===== config.mk =====
export PLATFORM = sky130hd
export DESIGN_NAME = bitslip_ctrl
export DESIGN_NICKNAME = d
export VERILOG_FILES = /design/src/rtl/bitslip_ctrl.sv
export SDC_FILE = /design/constraint.sdc
export NUM_CORES = 1
export LEC_CHECK = 0
export ABC_AREA = 1
export BUFFER_PORTS_ARGS = -buffer_cell sky130_fd_sc_hd__buf_4
export CORE_MARGIN = 2
export CORE_UTILIZATION = 45
export DETAILED_ROUTE_END_ITERATION = 10
export GPL_TIMING_DRIVEN = 0
export PLACE_DENSITY_LB_ADDON = 0.05
export RECOVER_POWER = 25
export SLEW_MARGIN = 0
export SYNTH_ARGS = -nofsm -noshare
export SYNTH_HDL_FRONTEND = slang
export SYNTH_SLANG_ARGS = --single-unit

===== constraint.sdc =====
create_clock -name CLKDIV -period 2 [get_ports CLKDIV]
set_clock_uncertainty 0.2 [all_clocks]
set_input_delay 0.1 -clock CLKDIV [delete_from_list [all_inputs] [get_ports CLKDIV]]
set_output_delay 0.1 -clock CLKDIV [all_outputs]
set_load 0.005 [all_outputs]

===== src/rtl/bitslip_ctrl.sv =====
// Multi-channel ISERDES word aligner: per-channel bitslip search against a frame
// pattern with lock confirmation, loss-of-lock re-acquisition and bounded retry.
module bitslip_ctrl #(
   parameter int unsigned        DATA_W     = 8,
   parameter int unsigned        NUM_CH     = 1,
   parameter logic [DATA_W-1:0]  PATTERN    = DATA_W'(8'hF0),
   parameter int unsigned        SETTLE_CYC = 8,
   parameter int unsigned        LOCK_CNT   = 4,
   parameter int unsigned        LOSS_CNT   = 4,
   parameter int unsigned        MAX_SLIPS  = 2*DATA_W
) (
   input  logic                     CLKDIV,
   input  logic                     rst_n,
   input  logic                     restart,
   input  logic [NUM_CH*DATA_W-1:0] ISERDES_FCO,
   output logic [NUM_CH-1:0]        ISERDES_bslip,
   output logic [NUM_CH-1:0]        aligned,
   output logic [NUM_CH-1:0]        fail,
   output logic                     all_aligned
);

   localparam int unsigned SETTLE_W = (SETTLE_CYC > 1) ? $clog2(SETTLE_CYC) : 1;
   localparam int unsigned SLIP_W   = $clog2(MAX_SLIPS + 1);
   localparam int unsigned CNT_W    = 4;

   typedef enum logic [2:0] {
      ST_STARTUP = 3'd0,
      ST_POLL    = 3'd1,
      ST_SLIP    = 3'd2,
      ST_CONFIRM = 3'd3,
      ST_LOCKED  = 3'd4,
      ST_FAIL    = 3'd5
   } state_t;

   logic [NUM_CH-1:0] aligned_nx;

   for (genvar c = 0; c < NUM_CH; c++) begin : g_ch
      state_t              state_q, state_d;
      logic [SETTLE_W-1:0] settle_q, settle_d;
      logic [SLIP_W-1:0]   slip_q, slip_d;
      logic [CNT_W-1:0]    cnt_q, cnt_d;
      logic                bslip_d, bslip_q, aligned_q, fail_q;
      logic [DATA_W-1:0]   word;
      logic                hit;

      assign word = ISERDES_FCO[c*DATA_W +: DATA_W];
      assign hit  = (word == PATTERN);

      // State, counters and next-state-decoded outputs
      always_ff @(posedge CLKDIV or negedge rst_n) begin
         if (!rst_n) begin
            state_q   <= ST_STARTUP;
            settle_q  <= '0;
            slip_q    <= '0;
            cnt_q     <= '0;
            bslip_q   <= 1'b0;
            aligned_q <= 1'b0;
            fail_q    <= 1'b0;
         end else begin
            state_q   <= state_d;
            settle_q  <= settle_d;
            slip_q    <= slip_d;
            cnt_q     <= cnt_d;
            bslip_q   <= bslip_d;
            aligned_q <= (state_d == ST_LOCKED);
            fail_q    <= (state_d == ST_FAIL);
         end
      end

      // cnt_q counts matches in CONFIRM and misses in LOCKED
      always_comb begin
         state_d  = state_q;
         settle_d = settle_q;
         slip_d   = slip_q;
         cnt_d    = cnt_q;
         bslip_d  = 1'b0;
         if (restart) begin
            state_d  = ST_STARTUP;
            settle_d = '0;
            slip_d   = '0;
            cnt_d    = '0;
         end else begin
            case (state_q)
               ST_STARTUP: begin
                  if (settle_q == SETTLE_W'(SETTLE_CYC - 1)) begin
                     state_d  = ST_POLL;
                     settle_d = '0;
                  end else begin
                     settle_d = settle_q + SETTLE_W'(1);
                  end
               end
               ST_POLL: begin
                  if (hit) begin
                     if (LOCK_CNT == 1) begin
                        state_d = ST_LOCKED;
                        cnt_d   = '0;
                     end else begin
                        state_d = ST_CONFIRM;
                        cnt_d   = CNT_W'(1);
                     end
                  end else if (slip_q >= SLIP_W'(MAX_SLIPS)) begin
                     state_d = ST_FAIL;
                  end else begin
                     state_d  = ST_SLIP;
                     slip_d   = slip_q + SLIP_W'(1);
                     settle_d = '0;
                     bslip_d  = 1'b1;
                  end
               end
               ST_SLIP: begin
                  if (settle_q == SETTLE_W'(SETTLE_CYC - 1)) begin
                     state_d  = ST_POLL;
                     settle_d = '0;
                  end else begin
                     settle_d = settle_q + SETTLE_W'(1);
                  end
               end
               ST_CONFIRM: begin
                  if (!hit) begin
                     state_d = ST_POLL;
                     cnt_d   = '0;
                  end else if (cnt_q >= CNT_W'(LOCK_CNT - 1)) begin
                     state_d = ST_LOCKED;
                     cnt_d   = '0;
                  end else begin
                     cnt_d = cnt_q + CNT_W'(1);
                  end
               end
               ST_LOCKED: begin
                  if (hit) begin
                     cnt_d = '0;
                  end else if (cnt_q >= CNT_W'(LOSS_CNT - 1)) begin
                     state_d = ST_POLL;
                     cnt_d   = '0;
                     slip_d  = '0;
                  end else begin
                     cnt_d = cnt_q + CNT_W'(1);
                  end
               end
               ST_FAIL: ;
               default: begin
                  state_d  = ST_STARTUP;
                  settle_d = '0;
                  slip_d   = '0;
                  cnt_d    = '0;
               end
            endcase
         end
      end

      assign aligned_nx[c]    = (state_d == ST_LOCKED);
      assign ISERDES_bslip[c] = bslip_q;
      assign aligned[c]       = aligned_q;
      assign fail[c]          = fail_q;
   end

   // Registered AND of per-channel lock, aligned with the per-channel flags
   always_ff @(posedge CLKDIV or negedge rst_n) begin
      if (!rst_n) begin
         all_aligned <= 1'b0;
      end else begin
         all_aligned <= &aligned_nx;
      end
   end

endmodule

* Word level (Yosys, flattened, before mapping) *
Cells that the tools add are included.

word-level totals
  word-level logic and storage cells = 67
  register bits = 18

operators by class
  order comparisons = 2
  reduce and logical (&&, ||, !) cells = 8
  mux-type cells = 30
  add/sub/neg operators = 3
  eq/ne operators = 17

operators with widths
  cell                   count
  $mux W3                12
  $mux W5                5
  $mux W4                5
  $pmux W4 S4            1
  $eq A3 B3 Y1 const B   5
  $ne A3 B3 Y1 const B   5
  $pmux W3 S5            1
  $pmux W5 S3            1
  $pmux W3 S3            1
  $eq A8 B8 Y1 const B   1
  $eq A3 B2 Y1 const B   2
  $ne A2 B1 Y1 const B   3
  $reduce_or A3 Y1       2
  $add A5 B1 Y5 const B  1
  $ge A5 B5 Y1 const B   1
  $reduce_and A5 Y1      1
  $add A4 B1 Y4 const B  1
  $ge A4 B2 Y1 const B   1
  $mux W1                4
  $reduce_or A4 Y1       1
  $add A3 B1 Y3 const B  1
  $eq A3 B1 Y1 const B   1
  $logic_not A3 Y1       1
  $reduce_and A3 Y1      1
  other kinds (2)        2

* Longest topological paths before layout *
  depth in word-level cells = 6
  depth in mapped cells = 11
  gate-level depth less buffers = 11

* Worst setup path after synthesis *
No wires, ideal clock.

  path type = register to register
  start point = register g_ch[0].cnt_q[0]
  end point = register g_ch[0].slip_q[4]
  library setup time = 0.116 ns
  slack = 0.473 ns
  data arrival time = 1.211 ns
  clock period less this slack = 1.527 ns
  stages on the path, launching flop included = 10
  path buffers = 0
  required time = 1.684 ns
  path through = dfrtp_1 > ha_1 > nor2_1 > nand2_1 > nand2_1 > nand2_1 > nand2_1 > nand2_1 > nand2_1 > nand2_1

between the ends
  longest elaborated chain between the ends = 3

ends and longest elaborated chain
  what                                line  text
  from (decl)                         41    logic [CNT_W-1:0] cnt_q, cnt_d;
  from (signal assigned)              63    cnt_q <= cnt_d;
  $ge A4 B2 Y1                        132   end else if (cnt_q >= CNT_W'(LOSS_CNT - 1)) begin
  $ne A3 B3 Y1 (no source line)       --
  $reduce_and A5 Y1 (no source line)  --
  to (signal assigned)                62    slip_q <= slip_d;
  to (decl)                           40    logic [SLIP_W-1:0] slip_q, slip_d;

Every way passes these cells.
A chain may end at the register's enable or synchronous reset.

* Worst setup path after layout *
Ends and elaborated chain as after synthesis.

==> flow_summary.html <==
<table>
<tr><th>Metric</th><th>Value</th></tr>
<tr><th colspan="2">STA</th></tr>
<tr><td>Final TNS setup</td><td>0 ps</td></tr>
<tr><td>Time the worst path needs with I/O delays and setup</td><td>1740 ps</td></tr>
<tr><td>Max frequency</td><td>575 MHz</td></tr>
<tr><td>Final critical-path share of the clock period</td><td>0.869</td></tr>
<tr><td>Final setup violating endpoints</td><td>0</td></tr>
<tr><td>Unrepaired setup endpoints after global routing</td><td>false</td></tr>
<tr><td>Max-slew headroom at the worst pin</td><td>0.705</td></tr>
<tr><td>Number of hold-slack violations in the final timing report</td><td>0</td></tr>
<tr><td>Final Max Slew Viols</td><td>0</td></tr>
<tr><td>Transition time of the tightest slew-check pin</td><td>443 ps</td></tr>
<tr><th colspan="2">Clock tree</th></tr>
<tr><td>Number of post-CTS setup repair buffers</td><td>0</td></tr>
<tr><td>Clock slew at reported path FFs</td><td>110 ps</td></tr>
<tr><td>H-tree depth reported by CTS</td><td>1</td></tr>
<tr><td>Root buffer selected by CTS</td><td>clkbuf_4</td></tr>
<tr><td>Clock sinks</td><td>18</td></tr>
<tr><td>Resized Gates After CTS</td><td>0</td></tr>
<tr><td>CTS max path bufs</td><td>2</td></tr>
<tr><td>Inserted Clock Buffers</td><td>3</td></tr>
<tr><td>Clock network latency to the later pin of the worst-skew pair</td><td>300 ps</td></tr>
<tr><td>TritonCTS clock tree</td><td>done</td></tr>
<tr><th colspan="2">Setup path</th></tr>
<tr><td>Endpoint arrival time on the critical path</td><td>1740 ps</td></tr>
<tr><td>Critical path cell sequence</td><td>ha_1, nor2_1, nand2_1, nand2_1, nand2_1, nand2_1, nand2_1, nand2_1, nand2_1</td></tr>
<tr><td>Data required time at the worst endpoint</td><td>2000 ps</td></tr>
<tr><td>Cell seen most often among critical-path stages</td><td>nand2_1</td></tr>
<tr><td>Combined buffer and inverter count along the critical path</td><td>0</td></tr>
<tr><td>Crit Path Max Fanout</td><td>6</td></tr>
<tr><td>CP top delay family</td><td>simple AND/OR/NAND/NOR gates</td></tr>
<tr><td>Crit path capture type</td><td>register</td></tr>
<tr><td>Setup CP Type</td><td>reg -&gt; reg</td></tr>
<tr><td>CP Launch Type</td><td>register</td></tr>
<tr><td>Delay of the slowest cell on the worst path</td><td>420 ps</td></tr>
<tr><td>Slowest-stage cell, CP</td><td>dfrtp_1</td></tr>
<tr><th colspan="2">Drt</th></tr>
<tr><td>Antenna violation net count after detailed routing</td><td>0</td></tr>
<tr><td>Detailed-route wire length per cell</td><td>10.6 µm</td></tr>
<tr><td>Detailed-routing iteration count for the pre-antenna-repair pass</td><td>4</td></tr>
<tr><td>Number of vias after detailed routing</td><td>1001</td></tr>
<tr><td>Via density</td><td>4.98</td></tr>
<tr><td>Routed Wire Length</td><td>2130 µm</td></tr>
<tr><td>Residual DRC count</td><td>0</td></tr>
<tr><td>1st-iter DRT viols</td><td>24</td></tr>
<tr><th colspan="2">Layout</th></tr>
<tr><td>Total inserted antenna cells</td><td>0</td></tr>
<tr><td>Fill cell count</td><td>234</td></tr>
<tr><td>Final instance area</td><td>0.00129 mm²</td></tr>
<tr><td>Layout-stage area growth over the synthesis result</td><td>18.0%</td></tr>
<tr><td>Fraction of final layout cells with drive strength greater than 1</td><td>0.185</td></tr>
<tr><td>Total Nets Final</td><td>189</td></tr>
<tr><th colspan="2">Synth</th></tr>
<tr><td>Netlist area before placement</td><td>0.00109 mm²</td></tr>
<tr><td>Most used DFF post-synth</td><td>dfrtp_1</td></tr>
<tr><td>Sequential element share of the synthesized area</td><td>0.413</td></tr>
<tr><td>FFs w/ async S/R, synth</td><td>1.00</td></tr>
<tr><td>Count of yosys warnings during synthesis</td><td>0</td></tr>
<tr><td>Most instantiated library cell after synthesis</td><td>nand2_1</td></tr>
<tr><td>Number of enable-type register cells in the synthesized netlist</td><td>0</td></tr>
<tr><td>Ranking of synthesized cells by instance count</td><td>nand2_1 (53), inv_1 (20), dfrtp_1 (18)</td></tr>
<tr><td>Distinct cell type count after synthesis</td><td>24</td></tr>
<tr><td>Post-synthesis instance total</td><td>153</td></tr>
<tr><td>Avg Cell Area, Syn</td><td>7.13 µm²</td></tr>
<tr><td>Cell types with the largest area share after synthesis</td><td>dfrtp_1 (41%), nand2_1 (18%), inv_1 (6.9%), nand3_1 (6.0%), nor2_1 (4.8%)</td></tr>
<tr><td>Yosys top cell area share</td><td>0.413</td></tr>
<tr><td>Synthesized netlist net count</td><td>168</td></tr>
<tr><td>Cell type with the largest total area after synthesis</td><td>dfrtp_1</td></tr>
<tr><td>FF+latch count, synth</td><td>18</td></tr>
<tr><th colspan="2">Placement</th></tr>
<tr><td>Estimated wirelength of the detail-placed design</td><td>1610 µm</td></tr>
<tr><td>Post-Place Cell Area</td><td>0.00122 mm²</td></tr>
<tr><td>Count of input and output buffers</td><td>13</td></tr>
<tr><td>RePlAce Congestion</td><td>0.791</td></tr>
<tr><th colspan="2">Global route</th></tr>
<tr><td>First-pass GRT wire length</td><td>3990 µm</td></tr>
<tr><td>Maximum number of pins on one net before global-route repair</td><td>12</td></tr>
<tr><td>Antenna violations before repair</td><td>0</td></tr>
<tr><td>Total congestion overflow after global routing</td><td>0</td></tr>
<tr><td>Overall Global Routing Usage</td><td>0.192</td></tr>
<tr><td>Number of global-route vias before repair</td><td>956</td></tr>
<tr><th colspan="2">Power and ir drop</th></tr>
<tr><td>Total power draw</td><td>0.000656 W</td></tr>
<tr><td>Power density over cell area</td><td>510 mW/mm²</td></tr>
<tr><td>Worst IR Drop VDD</td><td>0.441 mV</td></tr>
<tr><td>Pleak</td><td>0.702 nW</td></tr>
<tr><th colspan="2">Die</th></tr>
<tr><td>Initial core utilization</td><td>0.484</td></tr>
<tr><td>Number of rows in the core area</td><td>17</td></tr>
<tr><td>Die outline height</td><td>53.2 µm</td></tr>
<tr><td>Std-Cell Core Area</td><td>0.00225 mm²</td></tr>
<tr><td>IO Count</td><td>15</td></tr>
<tr><td>Total die area</td><td>0.00283 mm²</td></tr>
<tr><td>Horiz. Die Dim</td><td>53.2 µm</td></tr>
<tr><th colspan="2">Job</th></tr>
<tr><td>Max-cap viol count</td><td>0</td></tr>
<tr><th colspan="2">Status</th></tr>
<tr><td>Result of the run</td><td>complete, no violations</td></tr>
<tr><th colspan="2">Min path</th></tr>
<tr><td>Type of the most critical hold path</td><td>in -&gt; reg</td></tr>
</table>
==> cells by family after synthesis <==
family	count (synthesis)	share of synthesized area
compound gates	9	0.0459
fa+ha+maj	4	0.0459
buf+inv	24	0.0883
flops	18	0.413
xor+xnor	1	0.00803
simple gates	97	0.399
==> worst paths after layout <==
path                                     start                   to  slack [ps]  depth (start not counted)
min                             ISERDES_FCO[4]   g_ch[0].state_q[1]          30                          5
min reg2reg                g_ch[0].settle_q[1]  g_ch[0].settle_q[1]         290                          2
max                           g_ch[0].cnt_q[0]    g_ch[0].slip_q[4]         260                          9
max in group asynchronous                rst_n  g_ch[0].settle_q[2]         670                          3
max reg2reg                   g_ch[0].cnt_q[0]    g_ch[0].slip_q[4]         260                          9
min in group asynchronous                rst_n     g_ch[0].cnt_q[1]         610                          3
==> sequential cells by signal (all words and copies together), names as in the netlist <==
register and cells:
g_ch.settle_q 3, ISERDES_bslip 1, all_aligned 1, fail 1, g_ch.state_q 3, g_ch.slip_q 5
g_ch.cnt_q 4
==> placed cells by master, fill, tap and decap left out, types with 2 or more instances in the layout <==
master / count
nand2_1: 53
inv_1: 20
dfrtp_1: 18
nor2_1: 14
nand3_1: 13
buf_4: 10
clkbuf_4: 6
nor2_2: 5
o21ai_1: 4
ha_1: 4
o21ai_0: 3
dlygate4sd3_1: 3
nand2_2: 2
nand4_1: 2
buf_2: 2
nor4_1: 2
==> power breakdown <==
part	leakage, nW	internal, W	total (W)	switching (W)
Combinational	0.432	0.0000257	0.0000582	0.0000325
Sequential	0.249	0.000369	0.000373	0.00000369
Clock	0.0210	0.000111	0.000225	0.000114
Total	0.702	0.000506	0.000656	0.000150
==> layer usage <==
layer  up-vias  global-route usage  wire length (µm)
li1        517                   -                 -
met1       464               0.257              1040
met2        18               0.311               992
met3         2              0.0508                83
met4         0              0.0385                12
met5         -                   0                 0
==> final cells by class <==
| type | instances | area [µm²] | share of cell area |
|---|---|---|---|
| clock buffers | 4 | 36.3 | 0.0282 |
| flip-flops and latches | 18 | 450 | 0.350 |
| multi-input cells | 111 | 544 | 0.423 |
| repair buffers | 16 | 125 | 0.0972 |
| inverters | 21 | 78.8 | 0.0612 |
| plain buffers | 3 | 17.5 | 0.0136 |
| well taps | 28 | 35.0 | 0.0272 |
==> per-stage QoR <==
step | util | setup WS, ps | hold slack [ps] | std cells
after floorplan | - | 473 | -396 | 153
after global placement | 0.543 | 282 | -216 | 194
after detailed placement | 0.543 | 259 | -213 | 194
after CTS | 0.577 | 37.9 | 38.3 | 202
after global routing | 0.571 | 34.2 | 72.0 | 201
final | 0.571 | 261 | 35.0 | 201
==> worst min-delay path: stages <==
cell	delay (ps)
buf_4	110
nand2_1	60
nor2_2	50
nand4_1	90
a31oi_1	80
==> what timing repair did <==
action	in CTS	in global routing
setup endpoints to repair	0	8
hold buffers	4	0
hold endpoints to repair	22	0
(Power assumes the default switching activity.)
